--- config.mk ---
export PLATFORM = sky130hd
export DESIGN_NAME = conv_accumulator
export DESIGN_NICKNAME = d
export VERILOG_FILES = /design/src/rtl/conv_pkg.sv /design/src/rtl/adder_tree_level.sv /design/src/rtl/conv_accumulator.sv
export SDC_FILE = /design/constraint.sdc
export NUM_CORES = 1
export LEC_CHECK = 0
export ABC_CLOCK_PERIOD_IN_PS = 2400
export CAP_MARGIN = 25
export CORE_MARGIN = 5
export CORE_UTILIZATION = 51
export DETAILED_ROUTE_END_ITERATION = 6
export PLACE_DENSITY_LB_ADDON = 0.08
export SYNTH_ARGS = -nofsm -noshare
export SYNTH_HDL_FRONTEND = slang
export SYNTH_SLANG_ARGS = --single-unit
--- constraint.sdc ---
create_clock -name clk -period 2.4 [get_ports clk]
set_clock_uncertainty 0.2 [all_clocks]
set_input_delay 0.36 -clock clk [delete_from_list [all_inputs] [get_ports clk]]
set_output_delay 0.36 -clock clk [all_outputs]
set_load 0.01 [all_outputs]
--- src/rtl/conv_pkg.sv ---
// Shared types, constants and helpers for the convolution accumulator datapath.
package conv_pkg;

    localparam int MAX_ACC_WIDTH = 64;

    typedef enum logic {
        IDLE  = 1'b0,
        ACCUM = 1'b1
    } acc_state_e;

    function automatic int clog2(input int value);
        int result;
        result = 0;
        for (int v = 1; v < value; v = v * 2) begin
            result = result + 1;
        end
        return result;
    endfunction

    // Limits are returned in a wide container; callers truncate to their accumulator width.
    function automatic logic [MAX_ACC_WIDTH-1:0] sat_max(input int acc_width, input bit is_signed);
        logic [MAX_ACC_WIDTH-1:0] ones;
        ones = '1;
        if (is_signed) begin
            return ones >> (MAX_ACC_WIDTH - acc_width + 1);
        end
        return ones >> (MAX_ACC_WIDTH - acc_width);
    endfunction

    function automatic logic [MAX_ACC_WIDTH-1:0] sat_min(input int acc_width, input bit is_signed);
        logic [MAX_ACC_WIDTH-1:0] one;
        one = 1;
        if (is_signed) begin
            return one << (acc_width - 1);
        end
        return '0;
    endfunction

endpackage

--- src/rtl/adder_tree_level.sv ---
// One registered level of the adder tree: sums operand pairs with one bit of growth
// and carries the beat's valid/first/last tags alongside.
module adder_tree_level #(
    parameter int IN_WIDTH = 8,
    parameter int PAIRS    = 2,
    parameter bit SIGNED   = 1'b1
) (
    input  logic                           clk,
    input  logic                           rst,
    input  logic                           in_valid,
    input  logic                           in_first,
    input  logic                           in_last,
    input  logic [2*PAIRS*IN_WIDTH-1:0]    in_data,
    output logic                           out_valid,
    output logic                           out_first,
    output logic                           out_last,
    output logic [PAIRS*(IN_WIDTH+1)-1:0]  out_data
);

    localparam int OUT_WIDTH = IN_WIDTH + 1;

    logic [PAIRS*OUT_WIDTH-1:0] data_d, data_q;
    logic                       valid_d, valid_q;
    logic                       first_d, first_q;
    logic                       last_d, last_q;

    function automatic logic [OUT_WIDTH-1:0] extend(input logic [IN_WIDTH-1:0] x);
        return {SIGNED & x[IN_WIDTH-1], x};
    endfunction

    always_comb begin
        data_d  = '0;
        valid_d = in_valid;
        first_d = in_first;
        last_d  = in_last;
        for (int p = 0; p < PAIRS; p++) begin
            data_d[p*OUT_WIDTH +: OUT_WIDTH] = extend(in_data[(2*p)*IN_WIDTH +: IN_WIDTH])
                                             + extend(in_data[(2*p+1)*IN_WIDTH +: IN_WIDTH]);
        end
    end

    always_ff @(posedge clk) begin
        if (rst) begin
            data_q  <= '0;
            valid_q <= 1'b0;
            first_q <= 1'b0;
            last_q  <= 1'b0;
        end else begin
            data_q  <= data_d;
            valid_q <= valid_d;
            first_q <= first_d;
            last_q  <= last_d;
        end
    end

    assign out_data  = data_q;
    assign out_valid = valid_q;
    assign out_first = first_q;
    assign out_last  = last_q;

endmodule

--- src/rtl/conv_accumulator.sv ---
// Pipelined multi-operand adder tree feeding a windowed accumulator that emits one
// result per first/last-delimited kernel window.
module conv_accumulator
    import conv_pkg::*;
#(
    parameter int WIDTH      = 8,
    parameter int NUM_INPUTS = 4,
    parameter int ACC_WIDTH  = 16,
    parameter bit SIGNED     = 1'b1,
    parameter bit SATURATE   = 1'b0
) (
    input  logic                          clk,
    input  logic                          rst,
    input  logic                          in_valid,
    input  logic [NUM_INPUTS*WIDTH-1:0]   in_data,
    input  logic                          in_first,
    input  logic                          in_last,
    output logic                          out_valid,
    output logic [ACC_WIDTH-1:0]          out_sum,
    output logic                          out_overflow
);

    localparam int LOG2N      = clog2(NUM_INPUTS);
    localparam int TREE_WIDTH = WIDTH + LOG2N;
    localparam int EXT_WIDTH  = ACC_WIDTH + 1;
    localparam logic [ACC_WIDTH-1:0] SAT_MAX = ACC_WIDTH'(sat_max(ACC_WIDTH, SIGNED));
    localparam logic [ACC_WIDTH-1:0] SAT_MIN = ACC_WIDTH'(sat_min(ACC_WIDTH, SIGNED));

    logic [NUM_INPUTS*WIDTH-1:0] beat_data_d, beat_data_q;
    logic                        beat_valid_d, beat_valid_q;
    logic                        beat_first_d, beat_first_q;
    logic                        beat_last_d, beat_last_q;

    logic [TREE_WIDTH-1:0]       tree_sum;
    logic                        tree_valid;
    logic                        tree_first;
    logic                        tree_last;

    acc_state_e                  state_d, state_q;
    logic [ACC_WIDTH-1:0]        acc_d, acc_q;
    logic                        ovf_d, ovf_q;
    logic                        out_valid_d, out_valid_q;
    logic [ACC_WIDTH-1:0]        out_sum_d, out_sum_q;
    logic                        out_overflow_d, out_overflow_q;

    logic [ACC_WIDTH-1:0]        tree_ext;
    logic [EXT_WIDTH-1:0]        sum_wide;
    logic                        add_ovf;
    logic [ACC_WIDTH-1:0]        acc_next;

    // Input sampling stage; a beat registered here reaches the accumulator LOG2N+1 edges later.
    always_comb begin
        beat_data_d  = in_data;
        beat_valid_d = in_valid;
        beat_first_d = in_first;
        beat_last_d  = in_last;
    end

    always_ff @(posedge clk) begin
        if (rst) begin
            beat_data_q  <= '0;
            beat_valid_q <= 1'b0;
            beat_first_q <= 1'b0;
            beat_last_q  <= 1'b0;
        end else begin
            beat_data_q  <= beat_data_d;
            beat_valid_q <= beat_valid_d;
            beat_first_q <= beat_first_d;
            beat_last_q  <= beat_last_d;
        end
    end

    for (genvar i = 0; i < LOG2N; i++) begin : g_lvl
        localparam int IW = WIDTH + i;
        localparam int P  = NUM_INPUTS >> (i + 1);

        logic [2*P*IW-1:0]   lvl_in;
        logic                lvl_in_valid, lvl_in_first, lvl_in_last;
        logic [P*(IW+1)-1:0] lvl_out;
        logic                lvl_out_valid, lvl_out_first, lvl_out_last;

        if (i == 0) begin : g_head
            assign lvl_in       = beat_data_q;
            assign lvl_in_valid = beat_valid_q;
            assign lvl_in_first = beat_first_q;
            assign lvl_in_last  = beat_last_q;
        end else begin : g_chain
            assign lvl_in       = g_lvl[i-1].lvl_out;
            assign lvl_in_valid = g_lvl[i-1].lvl_out_valid;
            assign lvl_in_first = g_lvl[i-1].lvl_out_first;
            assign lvl_in_last  = g_lvl[i-1].lvl_out_last;
        end

        adder_tree_level #(
            .IN_WIDTH (IW),
            .PAIRS    (P),
            .SIGNED   (SIGNED)
        ) u_level (
            .clk       (clk),
            .rst       (rst),
            .in_valid  (lvl_in_valid),
            .in_first  (lvl_in_first),
            .in_last   (lvl_in_last),
            .in_data   (lvl_in),
            .out_valid (lvl_out_valid),
            .out_first (lvl_out_first),
            .out_last  (lvl_out_last),
            .out_data  (lvl_out)
        );
    end

    assign tree_sum   = g_lvl[LOG2N-1].lvl_out;
    assign tree_valid = g_lvl[LOG2N-1].lvl_out_valid;
    assign tree_first = g_lvl[LOG2N-1].lvl_out_first;
    assign tree_last  = g_lvl[LOG2N-1].lvl_out_last;

    // One extra bit of headroom makes the true sign (or carry) visible in the top bit.
    always_comb begin
        if (SIGNED) begin
            tree_ext = ACC_WIDTH'($signed(tree_sum));
            sum_wide = EXT_WIDTH'($signed(acc_q)) + EXT_WIDTH'($signed(tree_ext));
            add_ovf  = sum_wide[EXT_WIDTH-1] != sum_wide[EXT_WIDTH-2];
        end else begin
            tree_ext = ACC_WIDTH'(tree_sum);
            sum_wide = EXT_WIDTH'(acc_q) + EXT_WIDTH'(tree_ext);
            add_ovf  = sum_wide[EXT_WIDTH-1];
        end

        acc_next = sum_wide[ACC_WIDTH-1:0];
        if (SATURATE && add_ovf) begin
            acc_next = (SIGNED && sum_wide[EXT_WIDTH-1]) ? SAT_MIN : SAT_MAX;
        end
    end

    always_comb begin
        state_d        = state_q;
        acc_d          = acc_q;
        ovf_d          = ovf_q;
        out_valid_d    = 1'b0;
        out_sum_d      = out_sum_q;
        out_overflow_d = out_overflow_q;

        if (tree_valid) begin
            if (state_q == IDLE || tree_first) begin
                acc_d = tree_ext;
                ovf_d = 1'b0;
            end else begin
                acc_d = acc_next;
                ovf_d = ovf_q | add_ovf;
            end

            if (tree_last) begin
                out_valid_d    = 1'b1;
                out_sum_d      = acc_d;
                out_overflow_d = ovf_d;
                state_d        = IDLE;
            end else begin
                state_d        = ACCUM;
            end
        end
    end

    always_ff @(posedge clk) begin
        if (rst) begin
            state_q        <= IDLE;
            acc_q          <= '0;
            ovf_q          <= 1'b0;
            out_valid_q    <= 1'b0;
            out_sum_q      <= '0;
            out_overflow_q <= 1'b0;
        end else begin
            state_q        <= state_d;
            acc_q          <= acc_d;
            ovf_q          <= ovf_d;
            out_valid_q    <= out_valid_d;
            out_sum_q      <= out_sum_d;
            out_overflow_q <= out_overflow_d;
        end
    end

    assign out_valid    = out_valid_q;
    assign out_sum      = out_sum_q;
    assign out_overflow = out_overflow_q;

endmodule

==> impl_metrics.csv, run 1 <==
group,metric,value,unit
clocking,cts_num_sinks,105,
finish,antennaDiodeCount,0,
synth,synth_top_cell_area_share,42.9,%
timing,finalSetupViolCount,0,
power,pwr_density_cell,573,nW/um^2
grt,grt_pass1_vias,3980,
clocking,root_buffer,"clkbuf_8",
detailed_routing,drt_iter0_markers,151,
synth,syn_area,4900,sq um
detailed_routing,via_per_inst,5.36,
die,dieHeight,108,um
detailed_routing,postRouteAntennaNets,0,
synth,syn_area_per_cell,9.28,sq um
clocking,clk_path_buf_depth,2,
grt,grt_pass1_wl,17.6,mm
timing,fmax,423,MHz
synth,synth-seq-cells,105,
min_path,holdCritPathClass,"reg -> reg",
detailed_routing,wl_per_cell,14.2,um
die,rows,35,
worst_setup_path,crit_fanout,4,
clocking,numCtsBuffers,9,
grt,antenna_found_initial,0,
worst_setup_path,cpLargestDelayFamily,"compound AO/OA/AOI/OAI gates",
clocking,cts.reportedPaths.clkPinSlew,0.10,ns
worst_setup_path,cp_cell_sequence,"ha_4, o211ai_1, o211ai_2, a31oi_4, o31ai_4, or4b_1, and3_1",
finish,drive_gt1_share,14.3,%
timing,tightest_slew,0.514,ns
placement,io_buffer_count,54,
finish,fin_util,65.9,%
timing,fin_crit,2.36,ns
finish,nets,693,
job,cap_violations,0,
detailed_routing,via_count,3986,
worst_setup_path,slowest_stage,"or4b_1",
synth,synth_top_family_by_area,"simple AND/OR/NAND/NOR gates",
worst_setup_path,cp-end-kind,"flop",
grt,grt-ovfl-total,0,
die,core_area,9280,sq um
detailed_routing,first_pass_iters,4,
timing,max_slew_margin,65.6,%
finish,final_cell_mix,"dfxtp_1 (98), nor2b_1 (53), clkdlybuf4s50_1 (53)",
placement,gp_congestion,0.830,
power,power.leakage,2.49,nW
power,vdd_drop_max,0.285,mV
die,die-area,11700,sq um
timing,finalSetupTns,0,ns
synth,synth_cells,528,
clocking,clock_latency,0.37,ns
synth,syn_nets,610,
worst_setup_path,crit_arrival,2.43,ns
synth,synth.distinct_cells,51,
finish,area_growth,24.8,%
timing,hold_viol,0,
grt,grt_max_degree,57,
worst_setup_path,startpoint_type,"flop",
synth,synth_fa_ha_area_share,12.1,%
finish,layout_commonest_cell,"dfxtp_1",
worst_setup_path,crit_type,"reg -> reg",
die,start_util,52.8,%
detailed_routing,drc,0,
synth,yosysWarnings,0,
worst_setup_path,r2r_setup_slack,0.04,ns
synth,synth_compound_area_share,17.4,%
grt,grt_usage,18.7,%
finish,stdcell_area,6110,sq um
placement,placed_area,5750,sq um
detailed_routing,wl,10.6,mm
die,die_width,108,um
worst_setup_path,crit_required,2.47,ns
timing,drv_slew,0,
worst_setup_path,cpPeakStageDelay,0.51,ns
clocking,cts_tree,"yes",
power,totalPowerFinal,0.00351,W
die,io_pins,55,
placement,dp_hpwl,7.89,mm
worst_setup_path,worst-path-buf-inv,0,
synth,yosys.area_share.simple,18.7,%
clocking,htreeDepth,3,
synth,synth_top_area_cell,"dfxtp_1",
synth,synthXorXnorAreaFrac,3.93,%
synth,synth.area.top_cells,"dfxtp_1 (43%), ha_1 (10%), nor2b_1 (6.8%)",
synth,synth_seq_area_share,42.9,%
timing,hold_slack,0.245,ns
timing,fin_crit_sh,98.5,%
status,status,"finished, final reports clean",
synth,synth_mux_area_share,1.51,%
## final cells by class
class,count,area [sq um]
well taps,129,161
inverters,24,90.1
clock inverters,6,51.3
fillers,795,3170
multi-input cells,380,2760
clock buffers,9,124
flip-flops and latches,105,2110
repair buffers,91,813
## per-layer routing
layer	global-route usage, %	wire length, um	vias to the layer above
met4	7.84	269	0
li1	-	-	1997
met1	21.2	4450	1878
met5	0	0	-
met2	33.5	5380	88
met3	4.66	499	23
## logic make-up after synthesis
logic type,after synthesis
muxes,7
AOI/OAI and AO/OA,124
xor gates and xnor gates,22
buffers and inverters,43
DFF,105
and+or+nand+nor,182
adders and majority gates,45
## worst paths after layout
path         depth (start not counted)         from                         to
max reg2reg                          7     acc_q[2]               out_overflow
min                                  1  beat_last_q  g_lvl[0].u_level.out_last
min reg2reg                          1  beat_last_q  g_lvl[0].u_level.out_last
max                                  7     acc_q[2]               out_overflow
## synthesized netlist by cell type (all sizes together)
library cell / number
a21boi: 4
o21ai: 27
nor2: 49
inv: 24
nor3b: 3
a311oi: 2
nand3: 6
o22ai: 3
o31ai: 2
clkbuf: 15
o41ai: 2
nand4: 2
nand2: 37
and4: 1
nor4: 1
fa: 4
nor3: 11
xor2: 11
a221o: 6
and3: 4
xnor2: 11
or4b: 1
o21a: 2
a211oi: 16
nand3b: 2
buf: 4
a31oi: 4
nand2b: 9
ha: 41
o211a: 3
or2: 2
a21o: 8
o221a: 2
nor2b: 53
mux2i: 4
a211o: 1
a21oi: 34
or3: 1
mux2: 3
o211ai: 7
a31o: 1
dfxtp: 105
## worst register-to-register path, cell delays in order, from the launching register on
cell and delay, ns:
dfxtp_2 0.35, ha_4 0.27, o211ai_1 0.29, o211ai_2 0.16
a31oi_4 0.24, o31ai_4 0.09, or4b_1 0.51, and3_1 0.17
## registers in the layout, summed over array words and instances, names as in the netlist
name / count
beat_valid_q: 1
state_q: 1
beat_last_q: 1
out_sum: 16
ovf_q: 1
acc_q: 16
beat_first_q: 1
g_lvl.u_level.out_first: 2
g_lvl.u_level.out_valid: 2
out_valid: 1
g_lvl.u_level.out_last: 2
g_lvl.u_level.out_data: 28
out_overflow: 1
beat_data_q: 32
## stage by stage
| step | cells | worst slack, ns |
|---|---|---|
| floorplan | 528 | 0.00295 |
| global placement | 723 | -0.0828 |
| detailed placement | 723 | -0.186 |
| CTS | 740 | 0.0201 |
| global route | 744 | -0.0189 |
| finish | 744 | 0.0371 |
## power by group
| part | switching [W] | internal (W) |
|---|---|---|
| Combinational | 0.000303 | 0.000305 |
| Clock | 0.000619 | 0.000387 |
| Sequential | 0.0000549 | 0.00184 |
## what timing repair did
item,in CTS,in global routing
hold buffers,0,0
gates resized for setup,17,14
hold endpoints to repair,0,0
pin swaps,8,18
setup endpoints to repair,10,11
setup buffers,2,4
No activity file was read; power rests on OpenSTA's default activity.
==> run 2: changes to the inputs <==
--- a/config.mk
+++ b/config.mk
@@ -5,12 +5,13 @@
 export SDC_FILE = /design/constraint.sdc
 export NUM_CORES = 1
 export LEC_CHECK = 0
-export ABC_CLOCK_PERIOD_IN_PS = 2400
+export ABC_CLOCK_PERIOD_IN_PS = 2600
 export CAP_MARGIN = 25
 export CORE_MARGIN = 5
-export CORE_UTILIZATION = 51
+export CORE_UTILIZATION = 56
 export DETAILED_ROUTE_END_ITERATION = 6
 export PLACE_DENSITY_LB_ADDON = 0.08
+export SLEW_MARGIN = 10
 export SYNTH_ARGS = -nofsm -noshare
 export SYNTH_HDL_FRONTEND = slang
 export SYNTH_SLANG_ARGS = --single-unit
==> constraint.sdc (replaced) <==
create_clock -name clk -period 2.6 [get_ports clk]
set_clock_uncertainty 0.2 [all_clocks]
set_input_delay 0.39 -clock clk [delete_from_list [all_inputs] [get_ports clk]]
set_output_delay 0.39 -clock clk [all_outputs]
set_load 0.01 [all_outputs]
==> run 2 against run 1 <==
Net effect:
- count of clock-buffer cells in the layout stayed put
- flip-flop and latch count stayed put
- largest cell class unchanged
- critical endpoint unchanged
- design area is 4.4% lower
==> impl_metrics.csv, run 2 (synthesized netlist as in run 1, its figures left out) <==
group,metric,value,unit
detailed_routing,postRouteAntennaNets,0,
die,core_area,8640,sq um
finish,top_register,"beat_data_q",
clocking,cts_tree,"yes",
worst_setup_path,cp-end-kind,"flop",
worst_setup_path,reg2reg_depth,7,
detailed_routing,wl,9.85,mm
placement,dp_hpwl,7.36,mm
die,io_pins,55,
clocking,clk_path_buf_depth,2,
job,cap_violations,0,
timing,fin_crit,2.53,ns
detailed_routing,drc,0,
timing,fmax,395,MHz
clocking,numCtsBuffers,9,
timing,setup_ws,0.0670,ns
worst_setup_path,crit_type,"reg -> reg",
die,dieHeight,104,um
status,status,"finished, final reports clean",
grt,grt_usage,18.7,%
worst_setup_path,crit_required,2.67,ns
clocking,htreeDepth,3,
finish,nets,671,
grt,grt_max_degree,81,
detailed_routing,first_pass_iters,5,
detailed_routing,via_count,3855,
worst_setup_path,crit_arrival,2.60,ns
worst_setup_path,startpoint_type,"flop",
worst_setup_path,worst-path-buf-inv,0,
worst_setup_path,cp_num_cells,7,
timing,drv_slew,0,
detailed_routing,wl_per_cell,14.1,um
timing,max_slew_margin,49.0,%
die,start_util,56.7,%
grt,antenna_found_initial,0,
clocking,clock_latency,0.36,ns
finish,drive_gt1_share,7.94,%
placement,dp_cells,686,
placement,gp_congestion,0.870,
finish,layout_commonest_cell,"dfxtp_1",
worst_setup_path,crit_fanout,5,
detailed_routing,via_per_inst,5.51,
detailed_routing,drt_iter0_markers,89,
timing,finalSetupViolCount,0,
power,totalPowerFinal,0.00331,W
grt,grt_pass1_wl,16.9,mm
grt,grt_pass1_vias,3703,
timing,hold_viol,0,
worst_setup_path,cp_cell_sequence,"ha_1, a211oi_4, o211ai_2, a31oi_4, o31ai_4, or4b_1, and3_1",
clocking,root_buffer,"clkbuf_8",
clocking,post-cts-setup-buffers,0,
clocking,cts_num_sinks,105,
timing,tightest_slew,0.765,ns
timing,rsz0062_at_grt,"true",
finish,antennaDiodeCount,0,
worst_setup_path,cpPeakStageDelay,0.52,ns
min_path,hold_depth,2,
die,rows,34,
timing,fin_crit_sh,97.4,%
power,power.leakage,2.40,nW
power,vdd_drop_max,0.315,mV
placement,pre_cts_ws,-0.108,ns
finish,final_cell_mix,"dfxtp_1 (104), nor2b_1 (53), clkdlybuf4s50_1 (53)",
placement,io_buffer_count,54,
power,pwr_density_cell,567,nW/um^2
clocking,cts.reportedPaths.clkPinSlew,0.10,ns
die,die-area,10700,sq um
finish,largest_reg_flops,32,
finish,final_cells,700,
finish,area_growth,19.4,%
worst_setup_path,slowest_stage,"or4b_1",
die,die_width,104,um
min_path,holdCritPathClass,"in -> reg",
worst_setup_path,cpLargestDelayFamily,"compound AO/OA/AOI/OAI gates",
grt,grt-ovfl-total,0,
[run 2: changes by cell type in the layout (fill, tap and decap cells not counted), sizes merged]
cell      previous run  this run
buf                 38        16
bufinv               0         2
clkinv               4         1
clkinvlp             0         1
inv                 26        25
[run 2: report_power, final]
group          leakage [nW]  internal, W  switching (W)
clock                 0.102     0.000534       0.000524
sequential            0.864      0.00169      0.0000414
combinational          1.43     0.000249       0.000270
[run 2: path summary, 6_finish.rpt]
path                                    from                          to  slack, ns
worst max register to register      acc_q[1]                out_overflow       0.07
worst min-delay path                     rst                   acc_q[11]       0.15
worst min register to register  beat_valid_q  g_lvl[0].u_level.out_valid       0.25
worst max-delay path                acc_q[1]                out_overflow       0.07
[run 2: final cells by class]
class | count | area (sq um)
sequential | 105 | 2100
clock buffer | 9 | 124
multi-input combinational | 380 | 2670
clock inverter | 5 | 81.3
inverter | 24 | 90.1
tap | 108 | 135
timing repair buffer | 69 | 648
fill | 684 | 2790
[run 2: metal layers]
layer  GRT usage [%]  wire length, um
met4            6.47              197
met5               0                0
met2            32.3             4840
met3            4.23              522
met1            22.6             4290
[run 2: stage by stage]
| stage | utilization [%] | instance area, sq um | hold WS (ns) | setup TNS [ns] |
|---|---|---|---|---|
| global route | 67.7 | 5850 | 0.153 | -0.0827 |
| CTS | 67.4 | 5820 | 0.139 | 0 |
| finish | 67.7 | 5850 | 0.148 | 0 |
| global placement | 64.9 | 5600 | 0.215 | -0.0481 |
| floorplan | - | 4900 | 0.214 | 0 |
| detailed placement | 64.9 | 5600 | 0.235 | -0.220 |
[run 2: what timing repair did]
item / 4_1_cts / 5_1_grt
gates cloned: 0 / 0
hold buffers: 0 / 0
pin swaps: 0 / 4
endpoints found under the setup margin: 9 / 5
gates resized for setup: 2 / 9
